**src/rtl/rv32_pkg.sv**
```systemverilog
// rv32_pkg: shared RV32 load/store funct3 encodings and strobe width.
package rv32_pkg;
    localparam logic [2:0] F3_SB  = 3'b000;
    localparam logic [2:0] F3_SH  = 3'b001;
    localparam logic [2:0] F3_SW  = 3'b010;
    localparam logic [2:0] F3_LB  = 3'b000;
    localparam logic [2:0] F3_LH  = 3'b001;
    localparam logic [2:0] F3_LW  = 3'b010;
    localparam logic [2:0] F3_LBU = 3'b100;
    localparam logic [2:0] F3_LHU = 3'b101;
    localparam int STRB_W = 4;
endpackage

```
**src/rtl/store_align.sv**
```systemverilog
// store_align: places store data into word lanes, builds byte strobes and
// flags misaligned or illegal stores.
module store_align
    import rv32_pkg::*;
(
    input  logic [1:0]        i_addr,
    input  logic [31:0]       i_data,
    input  logic [2:0]        i_funct3,
    output logic [31:0]       o_wdata,
    output logic [STRB_W-1:0] o_wstrb,
    output logic              o_misalign,
    output logic              o_illegal
);
    logic w_sb, w_sh, w_sw;
    always_comb begin
        w_sb       = i_funct3 == F3_SB;
        w_sh       = i_funct3 == F3_SH;
        w_sw       = i_funct3 == F3_SW;
        o_illegal  = !(w_sb || w_sh || w_sw);
        o_misalign = (w_sh && i_addr[0]) || (w_sw && i_addr != 2'b00);
        o_wdata    = w_sb ? {4{i_data[7:0]}} : w_sh ? {2{i_data[15:0]}} : i_data;
        o_wstrb    = w_sb ? 4'b0001 << i_addr : w_sh ? (i_addr[1] ? 4'b1100 : 4'b0011) : 4'b1111;
    end
endmodule

```
**src/rtl/store_unit.sv**
```systemverilog
// store_unit: buffers aligned stores in a small FIFO and issues them to data
// memory over valid/ready; faulting stores are consumed and reported instead.
module store_unit
    import rv32_pkg::*;
#(
    parameter int DEPTH = 2
) (
    input  logic              clk,
    input  logic              reset,
    input  logic              req_valid,
    output logic              req_ready,
    input  logic [31:0]       req_addr,
    input  logic [31:0]       req_data,
    input  logic [2:0]        StoreControl,
    output logic              mem_valid,
    input  logic              mem_ready,
    output logic [31:0]       mem_addr,
    output logic [31:0]       mem_wdata,
    output logic [STRB_W-1:0] mem_wstrb,
    output logic              store_misalign,
    output logic              store_illegal,
    output logic [31:0]       fault_addr,
    output logic              busy
);
    localparam int PW = $clog2(DEPTH);
    localparam int CW = $clog2(DEPTH + 1);

    logic [29:0]       r_addr  [DEPTH];
    logic [31:0]       r_wdata [DEPTH];
    logic [STRB_W-1:0] r_wstrb [DEPTH];
    logic [PW-1:0]     r_rd_ptr, r_wr_ptr;
    logic [CW-1:0]     r_count;
    logic              r_misalign, r_illegal;
    logic [31:0]       r_fault_addr;

    logic [31:0]       w_wdata;
    logic [STRB_W-1:0] w_wstrb;
    logic              w_misalign, w_illegal, w_accept, w_push, w_pop;

    store_align u_align (
        .i_addr     (req_addr[1:0]),
        .i_data     (req_data),
        .i_funct3   (StoreControl),
        .o_wdata    (w_wdata),
        .o_wstrb    (w_wstrb),
        .o_misalign (w_misalign),
        .o_illegal  (w_illegal)
    );

    assign req_ready      = r_count != CW'(DEPTH);
    assign w_accept       = req_valid && req_ready;
    assign w_push         = w_accept && !w_misalign && !w_illegal;
    assign mem_valid      = r_count != '0;
    assign w_pop          = mem_valid && mem_ready;
    assign busy           = mem_valid;
    assign mem_addr       = {r_addr[r_rd_ptr], 2'b00};
    assign mem_wdata      = r_wdata[r_rd_ptr];
    assign mem_wstrb      = r_wstrb[r_rd_ptr];
    assign store_misalign = r_misalign;
    assign store_illegal  = r_illegal;
    assign fault_addr     = r_fault_addr;

    // Storage needs no reset: entries are only visible while counted.
    always_ff @(posedge clk) begin
        if (w_push) begin
            r_addr[r_wr_ptr]  <= req_addr[31:2];
            r_wdata[r_wr_ptr] <= w_wdata;
            r_wstrb[r_wr_ptr] <= w_wstrb;
        end
    end

    always_ff @(posedge clk) begin
        if (reset) begin
            r_rd_ptr     <= '0;
            r_wr_ptr     <= '0;
            r_count      <= '0;
            r_misalign   <= 1'b0;
            r_illegal    <= 1'b0;
            r_fault_addr <= '0;
        end else begin
            if (w_push) r_wr_ptr <= r_wr_ptr + PW'(1);
            if (w_pop) r_rd_ptr <= r_rd_ptr + PW'(1);
            r_count    <= r_count + CW'(w_push) - CW'(w_pop);
            r_misalign <= w_accept && w_misalign && !w_illegal;
            r_illegal  <= w_accept && w_illegal;
            if (w_accept && (w_misalign || w_illegal)) r_fault_addr <= req_addr;
        end
    end
endmodule

```
**config.mk**
```make
export PLATFORM = sky130hd
export DESIGN_NAME = store_unit
export DESIGN_NICKNAME = d
export VERILOG_FILES = /design/src/rtl/rv32_pkg.sv /design/src/rtl/store_align.sv /design/src/rtl/store_unit.sv
export SDC_FILE = /design/constraint.sdc
export NUM_CORES = 1
export LEC_CHECK = 0
export BUFFER_PORTS_ARGS = -buffer_cell sky130_fd_sc_hd__buf_2
export CAP_MARGIN = 20
export CORE_MARGIN = 5
export CORE_UTILIZATION = 40
export DETAILED_ROUTE_END_ITERATION = 7
export PLACE_DENSITY_LB_ADDON = 0.12
export SYNTH_ARGS = -nofsm -noshare
export SYNTH_HDL_FRONTEND = slang
export SYNTH_SLANG_ARGS = --single-unit
```
**constraint.sdc**
```tcl
create_clock -name clk -period 9.9 [get_ports clk]
set_input_delay 0.495 -clock clk [delete_from_list [all_inputs] [get_ports clk]]
set_output_delay 0.495 -clock clk [all_outputs]
set_load 0.005 [all_outputs]
```
==> out/results.txt, run 1 <==
Ys Warns: 0
post-synth top area cell: edfxtp_1
first-iteration detailed-routing DRC count: 189
Die W: 142 um
hold_buf cts: 0
synth top area cells: edfxtp_1, mux2_2, dfxtp_1
Final min period: 2560 ps
most common cell after layout, fill and taps aside: buf_2
startpoint types: primary input
Worst setup EP type: register
die height: 142 um
dpl cells: 817
Slew Viols, Final: 0
Cell Count, Final, Fillers Out: 850
GR Util met3: 0.0554
clk slew on worst S/H paths: 70 ps
Avg Inst Size Synth: 15.8 um2
synthesized instance count: 443
register area share after synthesis: 0.679
Final WS setup: 7340 ps
critical path class: in2reg
crit share post-route: 0.259
Residual DRC: 0
Netlist cell types: 35
DR pass1 iterations: 4
Setup Skew: 7.27 ps
outcome: completed
vias in the first global route: 4280
Area Overhead vs Synth: 23.6%
P_leak: 0.00330 uW
Via density: 4.72
IO Port Bufs: 173
most frequent cells in the layout: buf_2, edfxtp_1, mux2_2
clock buffer depth: 2
CTS tree: done
worst-path fanout max: 34
clk_lat worst skew: 420 ps
DR WL/cell: 17.0 um
vias: 4016
met1 Track Usage GR: 0.171
Placer Congestion: 0.689
worst slew pin tran: 1040 ps
pwr dens: 223 mW/mm2
clock tree root buffer cell: clkbuf_16
Critical Path AT: 2630 ps
final hold violation count: 0
Slew HR: 0.304
share of layout cells above drive strength 1: 0.478
busiest grt layer: met2
dpl hpwl: 9750 um
setup TNS: 0 ps
H-tree lvl count: 4
gr ovfl total: 0
largest net degree at the start of global routing: 72
post_cts resized: 0
met2 usage: 0.248
nets@finish: 684
# clock sinks: 171
DIE AREA: 0.0202 mm2
Rows: 48
post-synth top area share: 0.567
core area: 0.0172 mm2
first-pass GRT wire length: 22700 um
drt total wl: 14400 um
mapped cell area: 0.00699 mm2
ant diodes: 0
gr usage total: 0.146
worst min-delay path class: in2reg
Fmax: 390 MHz
register bit total from synthesis: 171
Top Ports: 176
# fillers: 1507
worst path required time: 9960 ps
RSZ-0062 raised after global routing: no
# setup viols final: 0
CTS Buf Count: 17
Starting Density: 0.406
Post-CTS Setup Bufs: 0
initial antenna violation count: 1
VDD IR max: 0.119 mV
Max Cap Violations: 0
dpl ws: 6800 ps
post-route ant nets: 0
## routing by layer
layer  wire [um]  vias up  share of wire
met3        1170       18          0.081
met5          13        -        0.00090
li1            -     1946              -
met2        7140      114           0.49
met1        5900     1936           0.41
met4         218        2          0.015
## per-stage QoR
step	utilization	total power (uW)	hold WS (ps)	area [um2]
final	0.501	1920	276	8640
after global routing	0.501	2020	256	8640
after CTS	0.501	1960	256	8630
after detailed placement	0.465	1270	459	8020
after global placement	0.465	1270	455	8020
after floorplan	-	1120	465	7000
## synth_stat cells
library cell,number
xor2_1,2
nand2b_2,1
and3b_1,1
and2_0,1
o21ai_2,1
a22oi_1,1
ha_1,1
or2b_1,1
dfxtp_1,39
nand2b_1,63
nor2_1,15
edfxtp_1,132
o211ai_2,1
nor2b_1,2
inv_1,1
mux2_1,2
a211oi_4,1
xnor2_1,3
or2_2,1
buf_2,10
nor4_1,2
nand2_2,1
buf_8,3
a21oi_1,13
nor2_2,1
mux2i_1,40
mux2_2,80
conb_1,1
nor3_1,3
a21o_1,1
and3_1,1
nor3b_1,1
nor3_2,1
clkbuf_1,11
buf_4,5
## power by group
group	switching (uW)	total [uW]	leakage, uW	internal, uW
clock network	270	677	0.000288	407
registers	62.4	887	0.00151	825
logic	153	360	0.00150	208
total	485	1920	0.00330	1440
## final cells by class
class | instances | area, um2 | share of cell area
flip-flops and latches | 171 | 4750 | 0.550
multi-input cells | 243 | 2090 | 0.242
repair buffers | 178 | 907 | 0.105
clock buffers | 20 | 447 | 0.0517
well taps | 225 | 282 | 0.0326
clock inverters | 12 | 163 | 0.0188
inverters | 1 | 3.75 | 0.000435
## sequential cells by signal, summed over array words and instances, names as in the netlist, named ones only
name / cells
store_misalign: 1
r_wdata: 64
r_count: 2
fault_addr: 32
r_wstrb: 8
r_wr_ptr: 1
store_illegal: 1
r_addr: 60
r_rd_ptr: 1
## logic make-up (layout without fill, tap and decap cells)
logic type,Yosys count,after routing,synth area share
other cells,1,2,0.000536
simple gates,95,95,0.0807
compound gates,18,18,0.0174
mux,122,122,0.189
flops,171,171,0.679
buf+inv,30,211,0.0254
fa+ha+maj,1,1,0.00179
xor+xnor,5,5,0.00626
## worst paths after layout
path / from / to / slack [ps] / depth (start not counted)
hold reg to reg: fault_addr[27]$_SDFFE_PP0P_ / fault_addr[27]$_SDFFE_PP0P_ / 470 / 2
setup / recovery: StoreControl[0] / r_wdata[0][24]$_DFFE_PP_ / 7340 / 5
setup reg to reg: r_count[0]$_SDFF_PP0_ / r_wdata[0][24]$_DFFE_PP_ / 7420 / 4
hold / removal: req_addr[18] / r_addr[0][16]$_DFFE_PP_ / 280 / 1
## worst max-delay path, stage by stage
cell	delay, ps
buf_2	250
a21oi_1	230
o211ai_2	230
nor2_4	850
buf_4	540
(Power assumes the default switching activity.)
==> run 2, diff against run 1 <==
- clock period: 9.9 -> 2 ns (I/O delays scaled with it)
==> out/results.txt, run 2 (same netlist as run 1, synthesis figures left out) <==
family with the most delay on the worst path: simple AND/OR/NAND/NOR gates
r2r setup slk: 140 ps
VDD IR max: 0.662 mV
initial antenna violation count: 0
clock tree root buffer cell: clkbuf_16
pwr dens: 1040 mW/mm2
dpl hpwl: 10200 um
drt total wl: 15300 um
DR pass1 iterations: 4
Slowest-stage cell, CP: dfxtp_1
RSZ-0062 raised after global routing: no
Placer Congestion: 0.769
Max Cap Violations: 0
H-tree lvl count: 4
worst min-delay path class: in2reg
Critical path origin: r_count[1]$_SDFF_PP0_
Storage cell area: 0.00475 mm2
Biggest register: r_wdata
Die W: 142 um
final hold violation count: 0
Starting Density: 0.406
slowest stage delay, CP: 360 ps
clk_lat worst skew: 420 ps
crit-path cells: or2_2 -> and2_0 -> xnor2_1 -> ha_1 -> xor2_1 -> and3_1 -> nor3_1
# fillers: 1468
clock buffer depth: 2
Layout Utilization: 0.534
ant diodes: 0
DR WL/cell: 16.9 um
# clock sinks: 171
DIE AREA: 0.0202 mm2
die height: 142 um
Via density: 4.69
total power: 9540 uW
most frequent cells in the layout: buf_2, edfxtp_1, mux2_2
CTS tree: done
worst slew pin tran: 911 ps
worst setup path endpoint: r_count[1]$_SDFF_PP0_
Worst setup EP type: register
Top Ports: 176
clk slew on worst S/H paths: 60 ps
largest net degree at the start of global routing: 72
Critical Path AT: 2120 ps
share of layout cells above drive strength 1: 0.454
outcome: completed
startpoint types: register
crit share post-route: 0.929
Final min period: 1860 ps
Setup Skew: 8.95 ps
area of the multi-input gates: 0.00212 mm2
first-pass GRT wire length: 23700 um
fin area: 0.00921 mm2
worst reg-to-reg path cell count: 7
dpl cells: 824
Cell Count, Final, Fillers Out: 903
vias: 4239
CTS Buf Count: 17
worst-path fanout max: 4
total stage count of the critical path: 7
most common cell after layout, fill and taps aside: buf_2
Rows: 48
Residual DRC: 0
Fmax: 538 MHz
Largest register FFs: 64
nets@finish: 737
P_leak: 0.00355 uW
IO Port Bufs: 173
# setup viols final: 0
post-route ant nets: 0
crit path buf inv count: 0
worst path required time: 2260 ps
gr ovfl total: 0
worst r2r src: r_count[1]$_SDFF_PP0_
FF-to-FF End: r_count[1]$_SDFF_PP0_
Slew Viols, Final: 0
Slew HR: 0.392
placed instance area: 0.00816 mm2
first-iteration detailed-routing DRC count: 170
core area: 0.0172 mm2
critical path class: reg2reg
gr usage total: 0.152
Area Overhead vs Synth: 31.7%
vias in the first global route: 4562
==> run 2: cell types whose count changed in the layout (fill, tap and decap cells not counted), sizes merged <==
cell and change:
buf +6, dlygate4sd3 +47, clkinvlp -3, bufinv -2
clkinv +3, inv -1, clkbuf +3
==> run 2: what timing repair did <==
item / CTS / global route
buffers inserted: 0 / 0
hold endpoints to repair: 124 / 0
gates resized for setup: 0 / 0
hold buffers: 47 / 0
endpoints found under the setup margin: 0 / 0
==> run 2: layer usage <==
layer / global-route usage / part of all wire / vias up / wire (um)
li1: - / - / 2060 / -
met3: 0.0538 / 0.075 / 21 / 1140
met5: 0 / 0 / - / 0
met4: 0.0540 / 0.016 / 0 / 249
met1: 0.175 / 0.42 / 2032 / 6380
met2: 0.263 / 0.49 / 126 / 7490
==> run 2: area by class of cell <==
cell class,instances,share of cell area
tap,225,0.0306
clock inverter,9,0.00924
multi-input combinational,243,0.230
inverter,1,0.000408
clock buffer,23,0.0530
timing repair buffer,231,0.161
sequential,171,0.516
==> run 2: how the worst min path moves through the flow <==
stage | cells after the start | from | slack, ps | to
6_report | 2 | req_data[8] | 30 | r_wdata[1][8]$_DFFE_PP_
5_1_grt | 2 | req_data[9] | 9 | r_wdata[0][9]$_DFFE_PP_
4_1_cts | 2 | req_data[9] | 2 | r_wdata[0][9]$_DFFE_PP_
3_5_place_dp | 1 | req_addr[27] | 310 | r_addr[0][25]$_DFFE_PP_
3_3_place_gp | 1 | req_addr[11] | 310 | r_addr[0][9]$_DFFE_PP_
2_1_floorplan | 0 | req_addr[2] | 200 | r_addr[0][0]$_DFFE_PP_
==> run 2: power by group <==
group          total, uW  internal (uW)  switching, uW
clock               3150           1850           1300
sequential          4240           4080            161
combinational       2150           1180            970
==> run 2: worst reg2reg max path, delay by kind of cell (launching register included) <==
family        cells  cell delay [ps]
xor+xnor          2              400
flops             1              360
simple gates      4              770
fa+ha+maj         1              190
==> run 2: stage by stage <==
stage,hold WS (ps),setup WS [ps],setup TNS (ps)
floorplan,199,-27.6,-2160
global placement,310,249,0
detailed placement,313,163,0
CTS,1.92,139,0
global route,9.17,66.0,0
finish,25.2,142,0
==> run 3, diff against run 2 <==
==> constraint.sdc (replaced) <==
create_clock -name clk -period 2 [get_ports clk]
set_input_delay 0.3 -clock clk [delete_from_list [all_inputs] [get_ports clk]]
set_output_delay 0.3 -clock clk [all_outputs]
set_load 0.005 [all_outputs]
==> out/results.txt, run 3 (same netlist as run 1, synthesis figures left out) <==
outcome: completed
startpoint types: register
Slowest-stage cell, CP: dfxtp_4
pwr dens: 1100 mW/mm2
Fmax: 533 MHz
Area Overhead vs Synth: 26.5%
# clock sinks: 171
CTS tree: done
Critical Path AT: 1580 ps
clock buffer depth: 2
worst-path fanout max: 11
vias in the first global route: 4368
Worst setup EP type: output port
dpl cells: 827
gr ovfl total: 0
gr usage total: 0.151
Setup Skew: 7.68 ps
Via density: 4.77
Switching Power: 2420 uW
r2r setup slk: 180 ps
crit share post-route: 0.938
clk slew on worst S/H paths: 60 ps
P_leak: 0.00340 uW
final hold violation count: 0
Slew Viols, Final: 0
Placer Congestion: 0.743
Residual DRC: 0
IO Port Bufs: 173
setup TNS: 0 ps
DR pass1 iterations: 4
Biggest register: r_wdata
H-tree lvl count: 4
crit path buf inv count: 2
most common cell after layout, fill and taps aside: buf_2
Starting Density: 0.406
post-route ant nets: 0
dpl ws: 142 ps
initial antenna violation count: 3
die height: 142 um
combinational power share: 0.223
Slew HR: 0.548
first-iteration detailed-routing DRC count: 120
Cell Count, Final, Fillers Out: 862
fin area: 0.00884 mm2
most frequent cells in the layout: buf_2, edfxtp_1, mux2_2
largest net degree at the start of global routing: 51
DR WL/cell: 17.4 um
critical path class: reg2out
clk_lat worst skew: 420 ps
placed instance area: 0.00821 mm2
worst path required time: 1700 ps
Power Internal: 7270 uW
Largest register FFs: 64
CTS Buf Count: 17
share of layout cells above drive strength 1: 0.494
hold_buf cts: 0
Clock Power Share: 0.343
# setup viols final: 0
worst min-delay path class: in2reg
family with the most delay on the worst path: flip-flops
VDD IR max: 0.644 mV
worst slew pin tran: 678 ps
Final WS setup: 125 ps
first-pass GRT wire length: 23200 um
Top Ports: 176
drt total wl: 15000 um
post_cts resized: 0
switching part of the total: 0.250
core area: 0.0172 mm2
crit-path cells: buf_4 -> mux2_2 -> buf_2
Rows: 48
Layout Utilization: 0.513
clock tree root buffer cell: clkbuf_16
slowest stage delay, CP: 430 ps
vias: 4111
Die W: 142 um
nets@finish: 695
Final min period: 1880 ps
Max Cap Violations: 0
RSZ-0062 raised after global routing: no
Flop pwr share: 0.433
DIE AREA: 0.0202 mm2
dpl hpwl: 10400 um
run 3: changes by cell type in the layout (fill, tap and decap cells not counted), moves of 2 or more:
cell,delta
buf_12,+2
clkinvlp_4,+2
buf_4,+3
inv_4,-2
dlygate4sd3_1,-47
clkbuf_16,+3
clkinv_4,-2
run 3: final cells by class:
| class | instances | area [um2] |
|---|---|---|
| antenna | 1 | 2.50 |
| clock buffer | 24 | 546 |
| clock inverter | 8 | 75.1 |
| fill | 1521 | 8390 |
| inverter | 1 | 3.75 |
| multi-input combinational | 243 | 2110 |
| sequential | 171 | 4750 |
| tap | 225 | 282 |
| timing repair buffer | 189 | 1070 |
run 3: what timing repair did:
item,in CTS,in global routing
buffers inserted,2,0
endpoints found under the setup margin,50,0
hold endpoints to repair,0,0
run 3: metal layers:
metal,vias up,share of wire,global-route usage
met3,27,0.074,0.0538
met1,1972,0.42,0.187
met5,-,0.0014,0
met2,137,0.49,0.243
li1,1971,-,-
met4,4,0.022,0.0611
run 3: through the flow:
step | hold WS, ps | power (uW)
after floorplan | 399 | 5540
after global placement | 456 | 6440
after detailed placement | 458 | 6470
after CTS | 60.9 | 9850
after global routing | 58.9 | 10200
final | 83.8 | 9690
run 3: power groups by stage:
stage	logic [uW]	clock network, uW	registers, uW
after detailed placement	2150	0	4320
after global placement	2130	0	4310
after global routing	2360	3580	4220
after floorplan	1300	0	4240
final	2160	3330	4200
after CTS	2230	3420	4200
run 3: final timing paths:
check                                                 start                     endpoint  depth (start not counted)
worst max-delay path                               register                 mem_wdata[4]                          3
worst min-delay path                           req_addr[12]      r_addr[0][10]$_DFFE_PP_                          1
worst max register to register        r_count[1]$_SDFF_PP0_        r_count[1]$_SDFF_PP0_                          7
worst min register to register  fault_addr[19]$_SDFFE_PP0P_  fault_addr[19]$_SDFFE_PP0P_                          2
